--- config.mk ---
export PLATFORM = sky130hd
export DESIGN_NAME = freq_generator
export DESIGN_NICKNAME = d
export VERILOG_FILES = /design/src/rtl/freq_generator.sv
export SDC_FILE = /design/constraint.sdc
export NUM_CORES = 1
export LEC_CHECK = 0
export CORE_ASPECT_RATIO = 0.8
export CORE_MARGIN = 4
export CORE_UTILIZATION = 52
export CTS_CLUSTER_DIAMETER = 30
export DETAILED_ROUTE_END_ITERATION = 8
export PLACE_DENSITY = 0.83
export SLEW_MARGIN = 0
export SYNTH_ARGS = -nofsm -noshare
export SYNTH_HDL_FRONTEND = slang
export SYNTH_SLANG_ARGS = --single-unit
--- constraint.sdc ---
create_clock -name clk -period 5.15 [get_ports clk]
set_input_delay 1.03 -clock clk [delete_from_list [all_inputs] [get_ports clk]]
set_output_delay 1.03 -clock clk [all_outputs]
set_load 0.1 [all_outputs]
--- src/rtl/freq_generator.sv ---
// freq_generator: programmable square-wave source with double-buffered period/high settings.
module freq_generator #(
  parameter int W = 28
) (
  input  logic         clk,
  input  logic         rst,
  input  logic         enable,
  input  logic         load,
  input  logic [W-1:0] period_in,
  input  logic [W-1:0] high_in,
  output logic         signal_out,
  output logic         period_tick,
  output logic         pending,
  output logic         err,
  output logic         active
);
  typedef enum logic [1:0] {IDLE, RUN, DRAIN} state_t;
  state_t state, state_nx;
  logic [W-1:0] period_sh, high_sh, period_a, high_a, cnt;
  logic cfg_valid, ok, at_end, xfer;
  assign ok     = period_in >= W'(2) && high_in != '0 && high_in < period_in;
  assign at_end = active && cnt == period_a - W'(1);
  // DRAIN never transfers, so a pending setting waits for IDLE or the next RUN boundary
  assign xfer   = pending && (state == IDLE || (state == RUN && at_end));
  always_ff @(posedge clk or posedge rst)
    if (rst) state <= IDLE;
    else state <= state_nx;
  always_comb begin
    state_nx = state;
    case (state)
      IDLE:    state_nx = (enable && (cfg_valid || pending)) ? RUN : IDLE;
      RUN:     state_nx = enable ? RUN : (at_end ? IDLE : DRAIN);
      DRAIN:   state_nx = at_end ? (enable ? RUN : IDLE) : DRAIN;
      default: state_nx = IDLE;
    endcase
  end
  always_comb active = state != IDLE;
  always_ff @(posedge clk or posedge rst)
    if (rst) begin
      period_sh   <= '0;
      high_sh     <= '0;
      pending     <= 1'b0;
      period_a    <= '0;
      high_a      <= '0;
      cfg_valid   <= 1'b0;
      cnt         <= '0;
      signal_out  <= 1'b0;
      period_tick <= 1'b0;
      err         <= 1'b0;
    end else begin
      if (load && ok) begin
        period_sh <= period_in;
        high_sh   <= high_in;
      end
      pending <= (load && ok) || (pending && !xfer);
      if (xfer) begin
        period_a  <= period_sh;
        high_a    <= high_sh;
        cfg_valid <= 1'b1;
      end
      cnt         <= (!active || at_end) ? '0 : cnt + W'(1);
      signal_out  <= active && cnt < high_a;
      period_tick <= at_end;
      err         <= load && !ok;
    end
endmodule

==> key figures, run 1 <==
Synthesis
  • Most common library cells after synthesis: dfrtp_1, mux2_2, inv_1
  • Yosys cell types: slightly below 60
  • Count of warnings emitted by yosys: 0
  • Count leader, synth: dfrtp_1
  • Most area-hungry cell type in the Yosys netlist: dfrtp_1
  • Netlist Area Pre-Place: 0.00826 mm²
  • Top-area cell type share of the netlist area: roughly 45%
  • Seq cells post-synth: approximately 150
  • Post-synth EDFFs: 0
  • Sequential fraction of the synthesis area: 44.6%
  • Ranking of synthesized cells by area: dfrtp_1, mux2_2, ha_1, xnor2_1, xor2_1
  • Gate Count Post-Synth: 746
  • Asr flop ratio synth: 100%
  • Total nets after synthesis: between 800 and 900
  • Syn_area_per_cell: between 10 and 15 µm²
  • Prevailing post-synth register cell: dfrtp_1

Place
  • Pre-CTS setup slack: approximately 0.76 ns
  • I/O Buffers: 64
  • GP Congestion: 0.897
  • HPWL after DPL: ~14 mm

Critical path
  • Critical Path End Type: flip-flop
  • Crit-path cells: inv_1, ha_1, or4b_1, nor3_2, xnor2_1, or4b_1, nor4_2, nand4_2, o31ai_4, buf_4, mux2_2
  • Worst reg-to-reg path cell count: 11
  • Reg-to-reg endpoint: period_a[23]
  • Critical Path RT: 5.45 ns
  • CP Data Arrival Time: approximately 4.5 ns
  • Top cell by count, worst path: or4b_1
  • Crit Reg-Reg Startpoint: period_a[0]
  • WP buf/inv: 2
  • Crit path max fanout: between 40 and 50
  • Setup CP Type: flip-flop to flip-flop
  • Crit path max-delay family: simple AND/OR/NAND/NOR gates
  • Slowest stage delay, CP: about 0.64 ns
  • Crit-path slowest cell: or4b_1
  • Setup slack, reg-to-reg: 0.93 ns
  • Startpoint types: flip-flop
  • CP startpoint: period_a[0]

Pwr
  • Peak VDD IR: around 0.00023 V
  • Switching share of power: around 25%
  • Reg power frac: a little under half
  • Clk pwr share: 44.4%
  • Internal power: 2.11 mW
  • Power per cell area: about 290 mW/mm²
  • Switch Pwr: between 0.6 and 0.7 mW
  • Logic gate share of total power: 9.6%
  • Lkg Pwr: approximately 4.5 nW

STA
  • RSZ-0062 raised after global routing: no
  • Final Hold Violating Endpoints: 0
  • Fin. max-slew vios: 0
  • Final period util: 81.9%
  • Setup tns final: 0 ns
  • Tmin final: between 4 and 5 ns
  • Relative slew slack: 35.1%
  • Setup violators final: 0
  • Setup Skew: 0.0135 ns
  • Slew of the pin with the lowest slew margin: 0.970 ns
  • F_max: 0.237 GHz
  • Worst setup margin: 0.930 ns

GRT
  • Overflow left after global routing: 0
  • Vias in the first global route: 6074
  • Antenna violations before repair: 0
  • First-pass GRT wire length: approximately 31 mm
  • Largest net degree at the start of global routing: 100
  • Global-route total usage across every layer: about 22%

Worst hold path
  • Hold Path Depth: 1
  • Hold Path End: cfg_valid
  • Hold path start: cfg_valid
  • Hold Path Class: flip-flop to flip-flop

Route
  • Drt total wl: ~19 mm
  • Number of nets still failing antenna checks after routing: 0
  • Drt wl/cell: ~18 µm
  • Starting DRT DRC Count: ~360
  • Via count: between 5000 and 6000
  • DRC viols: 0
  • Drt first pass iters: 5
  • Drt via density: about 5.7

CTS
  • TritonCTS Buffers: 17
  • CTS resizes: 0
  • Clk sinks: ~150
  • Clock latency on the worst-skew pair: around 0.43 ns
  • Reg clk slew, reported paths: 0.06 ns
  • Clk buf depth: 2
  • Post-CTS Setup Inserts: 0
  • Clock Root Buffer: clkbuf_16
  • CTS Hold Bufs: 0
  • CTS tree: done
  • CTS H-tree lvls: 4

Die
  • Core box area: between 0.015 and 0.02 mm²
  • Num ports: 65
  • Total Die Area: roughly 0.018 mm²
  • Initial cell density of the core: between 50% and 60%
  • Std cell rows: 40
  • Chip Height: between 100 and 150 µm
  • Floorplan die width: about 150 µm

Finish
  • Area grow syn2layout: 17.8%
  • Layout net count: around 940
  • Fillers: around 1200
  • N_diodes: 0
  • Ratio of cells with drive above 1 in the final layout: about 18%

Status
  • Status: finished, final reports clean

Flow run
  • Max Cap Viol: 0
==> cell families after synthesis <==
group | after synthesis | share of synthesized area, %
AND/OR/NAND/NOR | 208 | 13.9
multiplexers | 113 | 15.8
AO/OA/AOI/OAI | 82 | 6.73
adder cells (fa/ha/maj) | 56 | 8.49
buffers and inverters | 80 | 4.20
flip-flops | 147 | 44.6
XOR/XNOR | 60 | 6.36
==> cell usage in the layout (no fill, tap or decap), drive strengths merged, types with 18 or more instances in the layout <==
cell type	instances
dfrtp	147
mux2	113
inv	69
clkdlybuf4s50	64
ha	56
nor2	53
xnor2	31
xor2	29
nor4	27
nand2	25
a21oi	23
nor3	19
nand3	18
==> how the worst max path moves through the flow <==
stage / end / cells past startpoint
2_1_floorplan: cfg_valid / 1
3_3_place_gp: period_sh[25] / 12
3_5_place_dp: high_sh[21] / 12
4_1_cts: period_a[23] / 11
5_1_grt: period_a[23] / 11
6_report: period_a[23] / 11
==> layer usage <==
metal  wire, µm  vias to the layer above  part of all wire, %  global-route usage [%]
met1       9120                     2957                   48                    31.1
met2       8880                      126                   46                    35.4
met4        231                        0                  1.2                    5.32
met3        947                       24                  4.9                    5.21
li1           -                     2810                    -                       -
met5          0                        -                    0                       0
==> layout make-up <==
| type | count | area (µm²) | area share [%] |
|---|---|---|---|
| Timing Repair Buffer | 72 | 713 | 7.33 |
| Tap cell | 210 | 263 | 2.70 |
| Clock buffer | 17 | 425 | 4.37 |
| Inverter | 63 | 241 | 2.48 |
| Clock inverter | 15 | 169 | 1.74 |
| Multi-Input combinational cell | 519 | 4230 | 43.5 |
| Sequential cell | 147 | 3680 | 37.8 |
==> power by group through the flow <==
stage	clock (mW)	combinational [mW]	sequential [mW]
finish	1.25	0.271	1.29
global route	1.31	0.298	1.30
CTS	1.27	0.273	1.29
detailed placement	0	0.269	1.31
global placement	0	0.262	1.31
floorplan	0	0.160	1.30
==> sequential cells by signal (all words and copies together), names as in the netlist <==
register	count
cnt	28
high_a	28
high_sh	28
period_a	28
period_sh	28
state	2
cfg_valid	1
err	1
pending	1
period_tick	1
signal_out	1
==> metrics by stage <==
stage	utilization, %	cell area, µm²	instances	hold WS, ns	total power [mW]
2_1_floorplan	-	8260	746	0.435	1.45
5_1_grt	63.7	9720	1043	0.484	2.91
3_3_place_gp	59.8	9130	1011	0.454	1.57
4_1_cts	63.7	9720	1043	0.474	2.83
3_5_place_dp	59.8	9130	1011	0.460	1.58
6_report	63.7	9720	1043	0.469	2.81
Power figures use the tool's default switching activity.
==> run 2: changes to the inputs <==
--- a/config.mk
+++ b/config.mk
@@ -10,7 +10,7 @@
 export CORE_UTILIZATION = 52
 export CTS_CLUSTER_DIAMETER = 30
 export DETAILED_ROUTE_END_ITERATION = 8
-export PLACE_DENSITY = 0.83
+export PLACE_DENSITY = 0.8
 export SLEW_MARGIN = 0
 export SYNTH_ARGS = -nofsm -noshare
 export SYNTH_HDL_FRONTEND = slang
==> constraint.sdc (replaced) <==
create_clock -name clk -period 4.25 [get_ports clk]
set_input_delay 0.85 -clock clk [delete_from_list [all_inputs] [get_ports clk]]
set_output_delay 0.85 -clock clk [all_outputs]
set_load 0.1 [all_outputs]
==> key figures, run 2 (synthesized netlist as in run 1, its figures left out) <==
Critical path
  • Crit-path slowest cell: or4b_1
  • Critical Path End Type: flip-flop
  • Slowest stage delay, CP: 0.60 ns
  • Setup CP Type: flip-flop to flip-flop
  • Crit-path cells: inv_1, ha_1, or4b_1, nor3_2, xnor2_1, or4b_1, nor4_2, nand4_2, o31ai_4, buf_12, mux2_2
  • CP Data Arrival Time: between 4 and 5 ns
  • Crit path max fanout: 46
  • Top cell by count, worst path: or4b_1
  • Startpoint types: flip-flop
  • Setup slack, reg-to-reg: roughly 0.34 ns
  • Critical Path RT: between 4 and 5 ns

Route
  • Drt via density: roughly 5.6
  • Number of nets still failing antenna checks after routing: 0
  • Drt wl/cell: approximately 18 µm
  • Starting DRT DRC Count: between 400 and 500
  • Drt first pass iters: 5
  • Via count: 5880
  • DRC viols: 0
  • Drt total wl: 18.9 mm

Die
  • Core box area: about 0.015 mm²
  • Num ports: between 60 and 70
  • Floorplan die width: approximately 150 µm
  • Initial cell density of the core: between 50% and 60%
  • Std cell rows: 40
  • Chip Height: 121 µm
  • Total Die Area: 0.0180 mm²

CTS
  • CTS tree: done
  • Post-CTS Setup Inserts: 0
  • Clk sinks: ~150
  • CTS resizes: 0
  • CTS H-tree lvls: 4
  • Clk buf depth: 2
  • Clock latency on the worst-skew pair: approximately 0.42 ns
  • Reg clk slew, reported paths: about 0.060 ns
  • Clock Root Buffer: clkbuf_16
  • TritonCTS Buffers: 17
  • CTS Hold Bufs: 0

STA
  • Relative slew slack: 34.6%
  • F_max: between 0.2 and 0.3 GHz
  • Final Hold Violating Endpoints: 0
  • Final period util: 92.1%
  • Slew of the pin with the lowest slew margin: about 0.98 ns
  • Worst setup margin: between 0.3 and 0.4 ns
  • Tmin final: 3.91 ns
  • Setup violators final: 0
  • Setup Skew: around 0.0077 ns
  • Setup tns final: 0 ns
  • RSZ-0062 raised after global routing: no
  • Fin. max-slew vios: 0

Flow run
  • Max Cap Viol: 0

Place
  • HPWL after DPL: 13.9 mm
  • Pre-CTS setup slack: slightly above 0.3 ns
  • GP Congestion: approximately 0.9
  • I/O Buffers: 64

GRT
  • Antenna violations before repair: 0
  • Largest net degree at the start of global routing: between 80 and 90
  • First-pass GRT wire length: between 30 and 40 mm
  • Overflow left after global routing: 0
  • Vias in the first global route: between 6000 and 7000
  • Global-route total usage across every layer: 22.0%

Finish
  • Fin util: 64.2%
  • Ratio of cells with drive above 1 in the final layout: around 18%
  • Most common cell after layout, fill and taps aside: dfrtp_1
  • N_diodes: 0
  • Most frequent cells in the layout: dfrtp_1, mux2_2, clkdlybuf4s50_1
  • Area grow syn2layout: 18.7%
  • Layout net count: ~940

Pwr
  • Power per cell area: 359 mW/mm²
  • Lkg Pwr: around 4.5 nW
  • Total Power: 3.52 mW
  • Peak VDD IR: approximately 0.00033 V

Worst hold path
  • Hold Path Class: flip-flop to flip-flop

Status
  • Status: finished, final reports clean
-- run 2: changes by cell type in the layout (fill, tap and decap cells not counted) --
cell,change
bufinv_16,+3
buf_12,+2
inv_6,-4
clkinv_2,+1
clkinv_4,-3
clkbuf_1,+1
buf_4,-1
clkinvlp_4,+2
inv_8,-1
-- run 2: final cells by class --
type                    instances  area [µm²]
inverters                      63         240
clock buffers                  18         429
repair buffers                 73         746
flip-flops and latches        147        3680
well taps                     210         263
multi-input cells             519        4230
fillers                      1198        5470
clock inverters                13         208
-- run 2: metrics by stage --
stage               std cells  hold WS [ns]  cell area (µm²)
CTS                      1043         0.485             9800
finish                   1043         0.479             9800
global placement         1012         0.454             9160
floorplan                 746         0.435             8260
global route             1043         0.491             9800
detailed placement       1012         0.469             9160
-- run 2: per-layer routing --
| metal | vias up | global-route usage, % | share of wire, % |
|---|---|---|---|
| met5 | - | 0 | 0 |
| met4 | 0 | 6.06 | 1.6 |
| met3 | 26 | 5.36 | 5.2 |
| met2 | 148 | 34.0 | 45 |
| met1 | 2894 | 31.2 | 48 |
| li1 | 2812 | - | - |
-- run 2: final timing paths --
check | start | to | cells past startpoint
max | period_a[0] | period_a[11] | 11
min | cfg_valid | cfg_valid | 1
max reg2reg | period_a[0] | period_a[11] | 11
min reg2reg | cfg_valid | cfg_valid | 1
max in group asynchronous | rst | period_sh[22] | 3
min in group asynchronous | rst | high_a[6] | 2
-- run 2: worst max-delay path: cells and delay by family, from the launching register on --
family	cells	cell delay (ns)
XOR/XNOR	1	0.11
flip-flops	1	0.44
AND/OR/NAND/NOR	5	1.85
adder cells (fa/ha/maj)	1	0.24
buffers and inverters	2	0.42
multiplexers	1	0.38
AO/OA/AOI/OAI	1	0.33
-- run 2: power breakdown --
| part | total, mW | internal, mW | switching (mW) |
|---|---|---|---|
| logic | 0.328 | 0.178 | 0.150 |
| registers | 1.56 | 1.51 | 0.0572 |
| clock network | 1.62 | 1.04 | 0.585 |
| total | 3.52 | 2.72 | 0.793 |
==> run 3: changes to the inputs <==
--- a/config.mk
+++ b/config.mk
@@ -8,9 +8,9 @@
 export CORE_ASPECT_RATIO = 0.8
 export CORE_MARGIN = 4
 export CORE_UTILIZATION = 52
-export CTS_CLUSTER_DIAMETER = 30
+export CTS_CLUSTER_DIAMETER = 50
 export DETAILED_ROUTE_END_ITERATION = 8
-export PLACE_DENSITY = 0.8
+export PLACE_DENSITY_LB_ADDON = 0.08
 export SLEW_MARGIN = 0
 export SYNTH_ARGS = -nofsm -noshare
 export SYNTH_HDL_FRONTEND = slang
==> key figures, run 3 (synthesized netlist as in run 1, its figures left out) <==
CTS
  • CTS resizes: 0
  • Clock Root Buffer: clkbuf_16
  • CTS tree: done
  • Reg clk slew, reported paths: approximately 0.060 ns
  • TritonCTS Buffers: 17
  • Clk buf depth: 2
  • Clock latency on the worst-skew pair: around 0.43 ns
  • CTS H-tree lvls: 4
  • Post-CTS Setup Inserts: 0
  • CTS Hold Bufs: 0
  • Clk sinks: between 100 and 150

STA
  • Setup violators final: 0
  • Fin. max-slew vios: 0
  • Setup Skew: ~0.0095 ns
  • Relative slew slack: 35.3%
  • Slew of the pin with the lowest slew margin: around 0.97 ns
  • Final Hold Violating Endpoints: 0
  • Tmin final: ~3.8 ns
  • Final period util: roughly nine tenths
  • Setup tns final: 0 ns
  • F_max: around 0.26 GHz
  • RSZ-0062 raised after global routing: no

Place
  • HPWL after DPL: roughly 15 mm
  • GP Congestion: 0.840
  • Placed cell area: 0.00920 mm²
  • I/O Buffers: 64

Pwr
  • Peak VDD IR: approximately 0.00026 V
  • Lkg Pwr: 4.56 nW
  • Power per cell area: about 350 mW/mm²

GRT
  • Antenna violations before repair: 0
  • Global-route total usage across every layer: between 20% and 30%
  • Largest net degree at the start of global routing: 79
  • Vias in the first global route: ~6300
  • First-pass GRT wire length: about 33 mm
  • Overflow left after global routing: 0

Die
  • Num ports: 65
  • Std cell rows: 40
  • Chip Height: about 120 µm
  • Core box area: between 0.015 and 0.02 mm²
  • Initial cell density of the core: between 50 and 60%
  • Total Die Area: between 0.015 and 0.02 mm²
  • Floorplan die width: 149 µm

Critical path
  • Worst reg-to-reg path cell count: 9
  • Crit path max fanout: 18
  • Critical Path RT: between 4 and 5 ns
  • Setup CP Type: flip-flop to flip-flop
  • CP Data Arrival Time: roughly 4.1 ns
  • Critical Path End Type: flip-flop
  • Startpoint types: flip-flop

Finish
  • Layout net count: between 900 and 1000
  • Most common cell after layout, fill and taps aside: dfrtp_1
  • Post-route cell area: about 0.01 mm²
  • Ratio of cells with drive above 1 in the final layout: between 15 and 20%
  • Most frequent cells in the layout: dfrtp_1, mux2_2, clkdlybuf4s50_1
  • Area grow syn2layout: 18.9%
  • N_diodes: 0

Worst hold path
  • Hold Path Depth: 1
  • Hold Path Class: flip-flop to flip-flop

Route
  • Drt total wl: approximately 20 mm
  • Drt wl/cell: 18.7 µm
  • Number of nets still failing antenna checks after routing: 0
  • Drt via density: around 5.6
  • DRC viols: 0
  • Via count: between 5000 and 6000
  • Drt first pass iters: 4
  • Starting DRT DRC Count: 370

Status
  • Status: finished, final reports clean

Flow run
  • Max Cap Viol: 0
==> run 3: changes by cell type in the layout (fill, tap and decap cells not counted) <==
cell        delta
clkbuf_1       +1
clkinvlp_4     -1
clkbuf_8       +5
buf_12         +1
bufinv_16      -2
inv_6          -2
buf_4          +2
==> run 3: path summary, 6_finish.rpt <==
| path | startpoint | to | slack, ns |
|---|---|---|---|
| max | period_a[7] | high_a[10] | 0.43 |
| min | cfg_valid | cfg_valid | 0.46 |
| max reg2reg | period_a[7] | high_a[10] | 0.43 |
| min reg2reg | cfg_valid | cfg_valid | 0.46 |
| max in group asynchronous | rst | period_a[6] | 2.50 |
| min in group asynchronous | rst | high_sh[7] | 0.89 |
==> run 3: metal layers <==
layer	GRT usage, %	up-vias	share of wire [%]
met1	32.7	2954	48
met4	7.38	0	2.3
li1	-	2816	-
met5	0	-	0
met3	4.72	29	3.9
met2	36.3	111	46
==> run 3: metrics by stage <==
step / power [mW] / instances / setup WS (ns) / hold slack, ns / utilization (%)
floorplan: 1.76 / 746 / 0.775 / 0.435 / -
finish: 3.46 / 1047 / 0.432 / 0.465 / 64.3
global placement: 1.90 / 1015 / 0.479 / 0.453 / 60.2
detailed placement: 1.92 / 1015 / 0.378 / 0.454 / 60.2
CTS: 3.49 / 1047 / 0.414 / 0.470 / 64.3
global route: 3.59 / 1047 / 0.255 / 0.501 / 64.3
==> run 3: final cells by class <==
cell class | instances | area (µm²)
clock inverter | 8 | 123
inverter | 63 | 240
fill | 1216 | 5440
clock buffer | 24 | 502
tap | 210 | 263
sequential | 147 | 3680
timing repair buffer | 76 | 781
multi-input combinational | 519 | 4230
==> run 3: power breakdown <==
group / leakage, nW / switching [mW] / internal, mW
clock: 0.298 / 0.565 / 0.999
combinational: 2.36 / 0.153 / 0.180
sequential: 1.90 / 0.0532 / 1.51
total: 4.56 / 0.772 / 2.69
==> run 3: worst max-delay path, stage by stage, from the launching register on <==
cell and delay, ns:
dfrtp_1 0.44, or4_1 0.57, or3_1 0.46, nor4_2 0.39
xnor2_1 0.21, nor2_1 0.08, a221o_1 0.46, o31ai_4 0.34
buf_4 0.37, mux2_1 0.37
==> variant 1, RTL diff (flow settings as in run 2) <==
`W`: 28 -> 14.
--- a/src/rtl/freq_generator.sv
+++ b/src/rtl/freq_generator.sv
@@ -1,6 +1,6 @@
 // freq_generator: programmable square-wave source with double-buffered period/high settings.
 module freq_generator #(
-  parameter int W = 28
+  parameter int W = 14
 ) (
   input  logic         clk,
   input  logic         rst,
Interface: changed (resized high_in and period_in); port bits go from 65 to 37. The function was not compared with the original's and may differ.
==> variant 1 against run 2 <==
- non-clock buffer count fell by 33
- clock power fell by 66%
- synthesized area fell by 48%
- setup slack improved by 240 ps
- routed wire length fell by 51%
- fmax rose by 6.6%
- worst hold slack improved by 11 ps
- sequential power fell by 24%
- via count fell by 48%
- power fell by 19%
- die area fell by 45%
- combinational power rose to 3.4 times the old value
- sequential cell count fell by 70
- design area fell by 50%
- critical path type unchanged
- highest routed layer unchanged
==> variant 1: results <==
{
  "wl_per_cell_um": 17.1,
  "status": "finished, final reports clean",
  "yosysSeqAreaShare": 0.448,
  "drt_iter0_markers": 163,
  "track_usage": 0.205,
  "synth.area.top_cells": "dfrtp_1 (45%), mux2_2 (12%), ha_1 (8.1%)",
  "vias_per_cell": 5.66,
  "tightest_slew_ps": 967,
  "grt_pass1_vias": 3011,
  "grt.met1_usage": 0.284,
  "grt_pass1_wl_mm": 15.3,
  "numPortBuffers": 36,
  "clk-power_mw": 0.552,
  "p_switching_mw": 1.08,
  "synth_cell_types": 46,
  "powerComb_mw": 1.13,
  "antenna_found_initial": 0,
  "clk_pin_slew_ps": 80,
  "nets": 485,
  "dp.cells": 522,
  "slowest_delay_ps": 660,
  "fin_skew_ps": 11.6,
  "synth_commonest_cells": "dfrtp_1 (77), mux2_2 (47), inv_1 (33)",
  "pre_cts_slack_ps": 512,
  "synth_nets": 447,
  "globalRouteMet2Util": 0.338,
  "root_buffer": "clkbuf_8",
  "crit_slowest_cell": "or4b_1",
  "worstPathArrival_ps": 3900,
  "htree_levels": 3,
  "grt_use_met3": 0.0426,
  "clk_latency_ps": 350,
  "p_leak_nw": 2.23,
  "cp_max_fo": 29,
  "ir_drop_mv": 0.352,
  "grt_max_degree": 36,
  "place_area_um2": 4740,
  "post-dp-hpwl_mm": 7.10,
  "cts_buffer_depth": 2,
  "synthCells": 387,
  "layout-drive-gt1-share": 0.186,
  "place_congestion": 0.863
}
-- variant 1: changes by cell type after synthesis, moves of 13 or more --
cell and change:
dfrtp_1 -70, ha_1 -28, inv_1 -30, mux2_1 -20, mux2_2 -37, nand2_1 -13
nor2_1 -26, nor4_1 -14, xnor2_1 -18, xor2_1 -15
-- variant 1: cells by family after synthesis --
group,share of synthesized area
simple gates,0.125
xor+xnor,0.0550
fa+ha+maj,0.0815
buf+inv,0.0495
compound gates,0.0864
mux,0.155
flops,0.448
-- variant 1: final cells by class --
cell class / instances / area, um2
Fill cell: 629 / 3050
Multi-Input combinational cell: 264 / 2160
Sequential cell: 77 / 1930
Timing Repair Buffer: 40 / 390
Tap cell: 108 / 135
Clock buffer: 10 / 128
Inverter: 33 / 124
Clock inverter: 6 / 70.1
-- variant 1: layer usage --
| layer | wire length (um) | share of wire |
|---|---|---|
| met1 | 4320 | 0.47 |
| met5 | 0 | 0 |
| met4 | 59 | 0.0064 |
| met2 | 4430 | 0.48 |
| met3 | 377 | 0.041 |
-- variant 1: worst paths after layout --
path | start | to | slack (ps) | cells after the start
worst min register to register | cfg_valid | cfg_valid | 490 | 1
max in group asynchronous | rst | period_a[0] | 2550 | 3
worst max register to register | period_a[0] | period_a[0] | 580 | 9
worst max-delay path | period_a[0] | period_a[0] | 580 | 9
min in group asynchronous | rst | period_sh[8] | 850 | 2
worst min-delay path | cfg_valid | cfg_valid | 490 | 1
-- variant 1: per-stage QoR --
step	util	total power [mW]
after floorplan	-	2.07
after global placement	0.593	2.26
after detailed placement	0.593	2.32
after CTS	0.618	2.88
after global routing	0.618	3.06
final	0.618	2.86
==> variant 2, RTL diff (config.mk and constraints of run 2) <==
Without the edit above. Add an input register stage for `enable`, `load`, `period_in` and `high_in`, with the module's reset; this delays them by one clock.
--- a/src/rtl/freq_generator.sv
+++ b/src/rtl/freq_generator.sv
@@ -15,10 +15,30 @@
   output logic         active
 );
   typedef enum logic [1:0] {IDLE, RUN, DRAIN} state_t;
+
+  logic enable_q;
+  logic load_q;
+  logic [W-1:0] period_q;
+  logic [W-1:0] high_q;
+
+  always_ff @(posedge clk or posedge rst) begin
+    if (rst) begin
+      enable_q <= '0;
+      load_q   <= '0;
+      period_q <= '0;
+      high_q   <= '0;
+    end else begin
+      enable_q <= enable;
+      load_q   <= load;
+      period_q <= period_in;
+      high_q   <= high_in;
+    end
+  end
+
   state_t state, state_nx;
   logic [W-1:0] period_sh, high_sh, period_a, high_a, cnt;
   logic cfg_valid, ok, at_end, xfer;
-  assign ok     = period_in >= W'(2) && high_in != '0 && high_in < period_in;
+  assign ok     = period_q >= W'(2) && high_q != '0 && high_q < period_q;
   assign at_end = active && cnt == period_a - W'(1);
   // DRAIN never transfers, so a pending setting waits for IDLE or the next RUN boundary
   assign xfer   = pending && (state == IDLE || (state == RUN && at_end));
@@ -28,9 +48,9 @@
   always_comb begin
     state_nx = state;
     case (state)
-      IDLE:    state_nx = (enable && (cfg_valid || pending)) ? RUN : IDLE;
-      RUN:     state_nx = enable ? RUN : (at_end ? IDLE : DRAIN);
-      DRAIN:   state_nx = at_end ? (enable ? RUN : IDLE) : DRAIN;
+      IDLE:    state_nx = (enable_q && (cfg_valid || pending)) ? RUN : IDLE;
+      RUN:     state_nx = enable_q ? RUN : (at_end ? IDLE : DRAIN);
+      DRAIN:   state_nx = at_end ? (enable_q ? RUN : IDLE) : DRAIN;
       default: state_nx = IDLE;
     endcase
   end
@@ -48,11 +68,11 @@
       period_tick <= 1'b0;
       err         <= 1'b0;
     end else begin
-      if (load && ok) begin
-        period_sh <= period_in;
-        high_sh   <= high_in;
+      if (load_q && ok) begin
+        period_sh <= period_q;
+        high_sh   <= high_q;
       end
-      pending <= (load && ok) || (pending && !xfer);
+      pending <= (load_q && ok) || (pending && !xfer);
       if (xfer) begin
         period_a  <= period_sh;
         high_a    <= high_sh;
@@ -61,7 +81,7 @@
       cnt         <= (!active || at_end) ? '0 : cnt + W'(1);
       signal_out  <= active && cnt < high_a;
       period_tick <= at_end;
-      err         <= load && !ok;
+      err         <= load_q && !ok;
     end
 endmodule
 
Check against the original RTL: not equivalent (a bounded check fails within 4 cycles, from zero or initial values and one cycle with rst high).
==> variant 2 against run 2 <==
- sequential cell count rose by 58
- setup slack lost 13 ps
- largest power group unchanged
- critical endpoint is now high_a[4]
- clock power grew 92%
- sequential power grew 97%
- non-clock buffer count is 11 higher
- count of clock-buffer cells in the layout increased by 31
- die area up 38%
- routed wire length is 62% higher
- synthesized area increased by 41%
- critical path type unchanged
- design area increased by 41%
- global-route usage grew 2.6 points
- power increased to 2.6 times the old value
==> variant 2: results <==
{
  "cts_buffers": 38,
  "htree_levels": 2,
  "cp-startpoint": "period_a[9]",
  "yosysSeqAreaShare": 0.441,
  "dr.pass1.iters": 6,
  "cp_max_fo": 33,
  "cellPowerDensity_nw_per_um2": 655,
  "pre_cts_slack_ps": 387,
  "clk_pin_slew_ps": 40,
  "fin_skew_ps": 27.7,
  "worstPathArrival_ps": 4310,
  "grt_use_met3": 0.0581,
  "synth_commonest_cells": "dfrtp_1 (205), nand3b_1 (111), nor3_1 (101)",
  "status": "finished, final reports clean",
  "reg2reg_depth": 9,
  "crit_slowest_cell": "or4_2",
  "grt_max_degree": 116,
  "post-dp-hpwl_mm": 20.1,
  "wl_per_cell_um": 19.8,
  "period_minus_slack_ps": 3930,
  "ir_drop_mv": 0.387,
  "seqPwrFrac": 0.341,
  "cts_buffer_depth": 3,
  "p_switching_mw": 3.27,
  "p_leak_nw": 5.87,
  "crit_path_end": "high_a[4]",
  "grt.met1_usage": 0.336,
  "clk_latency_ps": 530
}
## variant 2: routing by layer
layer	share of wire	vias to the layer above
met1	0.43	4752
met4	0.021	0
li1	-	4389
met3	0.087	56
met2	0.47	460
met5	0	-
## variant 2: worst min path at each step
stage | to | slack, ps
after detailed placement | cfg_valid | 470
after floorplan | cfg_valid | 440
final | cfg_valid | 480
after CTS | cfg_valid | 480
after global placement | cfg_valid | 470
after global routing | state[0] | 510
## variant 2: final cells by class
cell class | count | area (um2)
clock inverters | 20 | 282
clock buffers | 49 | 1040
well taps | 300 | 375
multi-input cells | 812 | 5850
repair buffers | 84 | 823
inverters | 73 | 278
fillers | 1704 | 8010
flip-flops and latches | 205 | 5140
## variant 2: worst reg2reg max path, cell delays in order (launching register included)
cell	delay (ps)
dfrtp_1	460
nor4_2	560
nand4_1	190
or3_1	440
a2111oi_2	380
nand4_1	140
or4_2	640
or2_2	320
buf_4	260
a311o_1	420
